==> src/rtl/msoc_oci_pkg.sv <==
// Shared constants and types for the OCI data-trace packer.
//   SYM_W    : bits per trace symbol
//   MAX_SYMS : symbols per full frame
//   BUF_W    : packed frame width (SYM_W*MAX_SYMS)
//   CNT_W    : width of the valid-symbol count
package msoc_oci_pkg;

  localparam int unsigned SYM_W    = 2;
  localparam int unsigned MAX_SYMS = 15;
  localparam int unsigned BUF_W    = 30;
  localparam int unsigned CNT_W    = 4;
  localparam int unsigned FRAME_W  = BUF_W + CNT_W;

  // End-of-test sequencing states
  typedef enum logic [1:0] {
    RUN   = 2'd0,
    DRAIN = 2'd1,
    ENDED = 2'd2
  } state_t;

  // Frame payload handed to the output register
  typedef struct packed {
    logic [CNT_W-1:0] count;
    logic [BUF_W-1:0] buffer;
  } frame_t;

endpackage

==> src/rtl/msoc_oci_frame_reg.sv <==
// One-deep valid/ready output register for packed trace frames.
//   clk, reset  : clock, synchronous active-high reset
//   load        : capture load_frame (only asserted while out_free_c)
//   load_frame  : frame to capture
//   ready       : consumer takes the frame when valid & ready
//   valid       : frame register holds a frame
//   frame       : held frame, stable while valid & !ready
//   out_free_c  : register can take a new frame this cycle
module msoc_oci_frame_reg
  import msoc_oci_pkg::*;
(
  input  logic   clk,
  input  logic   reset,
  input  logic   load,
  input  frame_t load_frame,
  input  logic   ready,
  output logic   valid,
  output frame_t frame,
  output logic   out_free_c
);

  // A consumed frame frees the slot in the same cycle, allowing back-to-back frames
  assign out_free_c = !valid | ready;

  always_ff @(posedge clk) begin
    if (reset) begin
      valid <= 1'b0;
      frame <= '0;
    end else if (load) begin
      valid <= 1'b1;
      frame <= load_frame;
    end else if (ready) begin
      valid <= 1'b0;
    end
  end

endmodule

==> src/rtl/msoc_cpu_oci_dct_packer.sv <==
// Packs 2-bit OCI data-trace symbols LSB-first into 30-bit frames with a
// symbol count, delivered over a valid/ready handshake, and sequences the
// end of test (pulse test_ending, drain the partial frame, hold test_has_ended).
//   clk, reset      : clock, synchronous active-high reset
//   sym_valid/data  : incoming trace symbol
//   sym_ready       : symbol accepted this cycle when sym_valid & sym_ready
//   flush           : close the partial frame
//   test_end_req    : request end of test
//   dct_buffer/count: packed frame and its valid-symbol count
//   dct_valid/ready : output handshake
//   test_ending     : one-cycle pulse on an accepted end request
//   test_has_ended  : sticky once the drain has completed
module msoc_cpu_oci_dct_packer
  import msoc_oci_pkg::*;
(
  input  logic             clk,
  input  logic             reset,
  input  logic             sym_valid,
  input  logic [SYM_W-1:0] sym_data,
  output logic             sym_ready,
  input  logic             flush,
  input  logic             test_end_req,
  output logic [BUF_W-1:0] dct_buffer,
  output logic [CNT_W-1:0] dct_count,
  output logic             dct_valid,
  input  logic             dct_ready,
  output logic             test_ending,
  output logic             test_has_ended
);

  state_t           state, state_n;
  logic [BUF_W-1:0] acc_buf, acc_buf_n, wr_buf;
  logic [CNT_W-1:0] acc_cnt, acc_cnt_n, wr_cnt;
  logic             flush_pend, flush_pend_n;
  logic             sym_ready_n;
  logic             accept, end_accept, flush_req, close, load;
  logic             out_free;
  frame_t           load_frame, out_frame;

  // Accumulator update, frame close decision and end-of-test sequencing
  always_comb begin
    wr_buf       = acc_buf;
    wr_cnt       = acc_cnt;
    acc_buf_n    = acc_buf;
    acc_cnt_n    = acc_cnt;
    flush_pend_n = flush_pend;
    state_n      = state;
    load_frame   = '0;

    // sym_ready already folds in state==RUN and a non-full accumulator
    accept     = sym_valid & sym_ready;
    end_accept = (state == RUN) & test_end_req;

    if (accept) begin
      wr_buf[SYM_W*32'(acc_cnt) +: SYM_W] = sym_data;
      wr_cnt = acc_cnt + CNT_W'(1);
    end

    // Draining behaves as a flush that stays asserted until the partial frame leaves
    flush_req = ((state == RUN) & flush) | end_accept | (state == DRAIN) | flush_pend;
    close     = (wr_cnt == CNT_W'(MAX_SYMS)) | (flush_req & (wr_cnt != '0));
    load      = close & out_free;

    load_frame.count  = wr_cnt;
    load_frame.buffer = wr_buf;

    if (load) begin
      acc_buf_n    = '0;
      acc_cnt_n    = '0;
      flush_pend_n = 1'b0;
    end else begin
      acc_buf_n = wr_buf;
      acc_cnt_n = wr_cnt;
      // Remember a blocked flush so the frame still closes once the output frees
      if (close & flush_req) begin
        flush_pend_n = 1'b1;
      end
    end

    unique case (state)
      RUN:     if (test_end_req) state_n = DRAIN;
      DRAIN:   if ((acc_cnt == '0) && !dct_valid) state_n = ENDED;
      ENDED:   state_n = ENDED;
      default: state_n = RUN;
    endcase

    // Registered sym_ready: predicts next cycle's RUN state and room in the accumulator
    sym_ready_n = (state_n == RUN) & (acc_cnt_n < CNT_W'(MAX_SYMS));
  end

  // State, accumulator and registered status outputs
  always_ff @(posedge clk) begin
    if (reset) begin
      state          <= RUN;
      acc_buf        <= '0;
      acc_cnt        <= '0;
      flush_pend     <= 1'b0;
      sym_ready      <= 1'b0;
      test_ending    <= 1'b0;
      test_has_ended <= 1'b0;
    end else begin
      state          <= state_n;
      acc_buf        <= acc_buf_n;
      acc_cnt        <= acc_cnt_n;
      flush_pend     <= flush_pend_n;
      sym_ready      <= sym_ready_n;
      test_ending    <= end_accept;
      test_has_ended <= (state_n == ENDED);
    end
  end

  msoc_oci_frame_reg u_frame_reg (
    .clk        (clk),
    .reset      (reset),
    .load       (load),
    .load_frame (load_frame),
    .ready      (dct_ready),
    .valid      (dct_valid),
    .frame      (out_frame),
    .out_free_c (out_free)
  );

  assign dct_buffer = out_frame.buffer;
  assign dct_count  = out_frame.count;

endmodule
==> config.mk <==
export PLATFORM = sky130hd
export DESIGN_NAME = msoc_cpu_oci_dct_packer
export DESIGN_NICKNAME = d
export VERILOG_FILES = /design/src/rtl/msoc_oci_pkg.sv /design/src/rtl/msoc_oci_frame_reg.sv /design/src/rtl/msoc_cpu_oci_dct_packer.sv
export SDC_FILE = /design/constraint.sdc
export NUM_CORES = 1
export LEC_CHECK = 0
export CAP_MARGIN = 0
export CELL_PAD_IN_SITES_DETAIL_PLACEMENT = 0
export CELL_PAD_IN_SITES_GLOBAL_PLACEMENT = 1
export CORE_UTILIZATION = 42
export DETAILED_ROUTE_END_ITERATION = 10
export PLACE_DENSITY_LB_ADDON = 0.1
export SLEW_MARGIN = 10
export SYNTH_ARGS = -nofsm -noshare
export SYNTH_HDL_FRONTEND = slang
export SYNTH_SLANG_ARGS = --single-unit
==> constraint.sdc <==
create_clock -name clk -period 3.15 [get_ports clk]
set_clock_uncertainty 0.15 [all_clocks]
set_input_delay 0.63 -clock clk [delete_from_list [all_inputs] [get_ports clk]]
set_output_delay 0.63 -clock clk [all_outputs]
set_load 0.1 [all_outputs]
==> impl_metrics.tcl <==
set metrics [dict create \
    synth_cell_types 47 \
    grt_max_degree 36 \
    cp-start-kind "register" \
    cp-startpoint "acc_cnt[0]$_SDFF_PP0_" \
    endpoint_kind "register" \
    ir_drop_uv 321 \
    ys_top_cells_by_area "dfxtp_1, mux2i_1, a211oi_1, a31oi_1, nor2_1" \
    seq_area_frac_synth_pct 45.0 \
    hold_viol 0 \
    htreeDepth 3 \
    worst_pin_slew_ns 0.554 \
    routedWlPerCell_um 17.2 \
    p_clk_share_pct 26.6 \
    synth_edf_count 0 \
    die_area_um2 8300 \
    postCtsSetupBuffers 0 \
    drc 0 \
    setup_viol_count_final 0 \
    min_from "u_frame_reg.frame[29]$_SDFFE_PP0P_" \
    die_h_um 91.1 \
    die_w_um 91.1 \
    timing.rr.start "acc_cnt[0]$_SDFF_PP0_" \
    synth_area_leader_cell "dfxtp_1" \
    timing.final.crit_period_ns 2.74 \
    status "finished, final reports clean" \
    synth.avg_cell_area_um2 10.2 \
    grt_use_total_pct 21.0 \
    p_leak_nw 1.56 \
    grt_util_met2_pct 33.0 \
    stdcell_count 479 \
    finalCritPeriodShare_pct 86.9 \
    cp_top_family "compound AO/OA/AOI/OAI gates" \
    first_global_vias 2544 \
    grt_util_met3_pct 3.27 \
    drt-initial-drc-count 118 \
    tritoncts "done" \
    via_per_inst 5.54 \
    synth_warnings 0 \
    cts_buffer_depth 2 \
    async_flop_share_pct 0 \
    start_util_pct 43.4 \
    clkTransAtPathRegs_ns 0.08 \
    p_seq_share_pct 38.0 \
    fillers 758 \
    fin_nets 386 \
    slew_violations 0 \
    crit_path_max_fanout 15 \
    place_hpwl_um 5600 \
    switching_share_pct 41.4 \
    finalWirelength_um 8250 \
    io_buffers 45 \
    rows 32 \
    intPower_mw 1.66 \
    hold_slack_ns 0.325 \
    relSlewSlack_pct 63.0 \
    vias 2656 \
    finalPower_mw 2.84 \
    post_cts_resized 0 \
    cts_sinks 75 \
    num_antenna_cells 0 \
    place.gp.congestion 0.805 \
    hold_path_class "register to register" \
    syn-cell-area_um2 3340 \
    crit_slowest_cell "dfxtp_1" \
    syn_to_final_growth_pct 20.3 \
    path_buf_inv 2 \
    synth_seq_cells 75 \
    cts-buffers-inserted 9 \
    met1_usage_pct 29.0 \
    fmax_ghz 0.365 \
    netSwitchingPower_mw 1.17 \
    yosys.area.top_type_share_pct 45.0 \
    drtAntennaViolNets 0 \
    first_pass_iters 4 \
    grt_first_pass_wirelength_um 13400 \
    cpPeakStageDelay_ns 0.56 \
    rsz0062_at_grt "no" \
    critical_path_class "register to register" \
    grt_overflow 0 \
    path_cells "inv_1 > ha_1 > and4b_1 > o22ai_1 > or3_1 > buf_4 > a31oi_1 > a211oi_1" \
    drive_gt1_share_pct 23.3 \
    synth_flop_cell "dfxtp_1" \
    syn_inst 327 \
    cts_root_buf "clkbuf_8" \
    synth_nets 341 \
    power_density_nw_per_um2 707 \
    critPathArrivalTime_ns 2.83 \
    grt.busiest_layer "met2" \
    drv_cap 0 \
    antenna_found_initial 0 \
    required_ns 3.24 \
    setup_tns_ns 0 \
    pwr-share-comb_pct 35.4 \
    dp_cells 463 \
    ctsHoldBuffers 0 \
    boundaryPins 46 \
    core_area_um2 7690 \
    clk_latency_ns 0.34 \
]
cells by family after synthesis:
logic type / after synthesis / synth area share (%)
AO/OA/AOI/OAI: 88 / 21.9
XOR/XNOR: 4 / 1.28
adder cells (fa/ha/maj): 6 / 2.25
buffers and inverters: 34 / 5.63
flip-flops: 75 / 45.0
multiplexers: 32 / 9.60
AND/OR/NAND/NOR: 88 / 14.4
worst register-to-register path: stages (launching register included):
cell	delay [ns]
dfxtp_1	0.56
inv_1	0.12
ha_1	0.45
and4b_1	0.23
o22ai_1	0.28
or3_1	0.22
buf_4	0.25
a31oi_1	0.12
a211oi_1	0.27
power by group through the flow:
| stage | clock network, mW | registers (mW) | logic (mW) |
|---|---|---|---|
| floorplan | 0 | 1.59 | 0.300 |
| global placement | 0 | 1.10 | 1.00 |
| detailed placement | 0 | 1.10 | 1.01 |
| CTS | 0.778 | 1.08 | 1.01 |
| global route | 0.816 | 1.09 | 1.05 |
| finish | 0.755 | 1.08 | 1.00 |
layout by cell type (no fill, tap or decap), drive strengths merged, types with 2 or more instances in the layout:
master / n
nor4b: 2
a31oi: 29
nand4: 3
clkinv: 2
a21oi: 4
nor3b: 3
a2111oi: 2
and3: 2
nor2b: 3
nor2: 42
mux2i: 32
clkdlybuf4s50: 7
nand2: 8
xnor2: 2
o311a: 2
clkbuf: 11
and2: 4
inv: 7
dfxtp: 75
a211oi: 32
nand3: 3
nand2b: 6
ha: 6
and4b: 2
xor2: 2
nor3: 5
buf: 55
o21a: 7
or3: 2
a41oi: 5
area by class of cell:
class | count | area (um2) | area share, %
Multi-Input combinational cell | 218 | 1650 | 41.2
Sequential cell | 75 | 1500 | 37.4
Timing Repair Buffer | 62 | 508 | 12.7
Clock buffer | 11 | 141 | 3.52
Tap cell | 102 | 128 | 3.18
Clock inverter | 5 | 60.1 | 1.50
Inverter | 6 | 22.5 | 0.561
registers in the layout, summed over array words and instances, names as in the netlist:
signal	count
test_ending	1
state	2
acc_cnt	4
flush_pend	1
u_frame_reg.valid	1
test_has_ended	1
u_frame_reg.frame	34
acc_buf	30
sym_ready	1
synth_stat cells, types with 2 or more instances:
master / instances
dfxtp_1: 75
buf_2: 12
nand2b_1: 6
a31oi_1: 29
a41oi_2: 5
buf_4: 4
ha_1: 6
nor3_1: 3
nor4b_1: 2
nor3b_1: 3
or3_1: 2
o21a_1: 6
clkbuf_1: 8
a21oi_1: 4
and4b_1: 2
nand4_1: 3
mux2i_1: 32
xor2_1: 2
a211oi_1: 30
o311a_1: 2
and3_1: 2
inv_1: 6
nor2_1: 42
nor3_2: 2
nor2b_1: 3
nand3_1: 2
nand2_1: 7
buf_6: 4
a211oi_2: 2
and2_1: 4
metal layers:
layer  vias up  routed length, um
met5         -                  0
met4         0                 75
met3         6                392
met2        62               3910
met1      1296               3870
li1       1292                  -
final timing paths:
kind,cells past startpoint,slack [ns],end
worst max-delay path,8,0.41,u_frame_reg.frame[26]$_SDFFE_PP0P_
worst min-delay path,1,0.33,u_frame_reg.frame[29]$_SDFFE_PP0P_
worst max register to register,8,0.41,u_frame_reg.frame[26]$_SDFFE_PP0P_
worst min register to register,1,0.33,u_frame_reg.frame[29]$_SDFFE_PP0P_
through the flow:
| stage | instance area, um2 | utilization [%] | setup slack (ns) |
|---|---|---|---|
| after floorplan | 3340 | - | 0.491 |
| after global placement | 3810 | 49.6 | 0.192 |
| after detailed placement | 3810 | 49.6 | 0.169 |
| after CTS | 4010 | 52.2 | 0.473 |
| after global routing | 4010 | 52.2 | 0.202 |
| final | 4010 | 52.2 | 0.413 |
No activity file was read; power rests on OpenSTA's default activity.
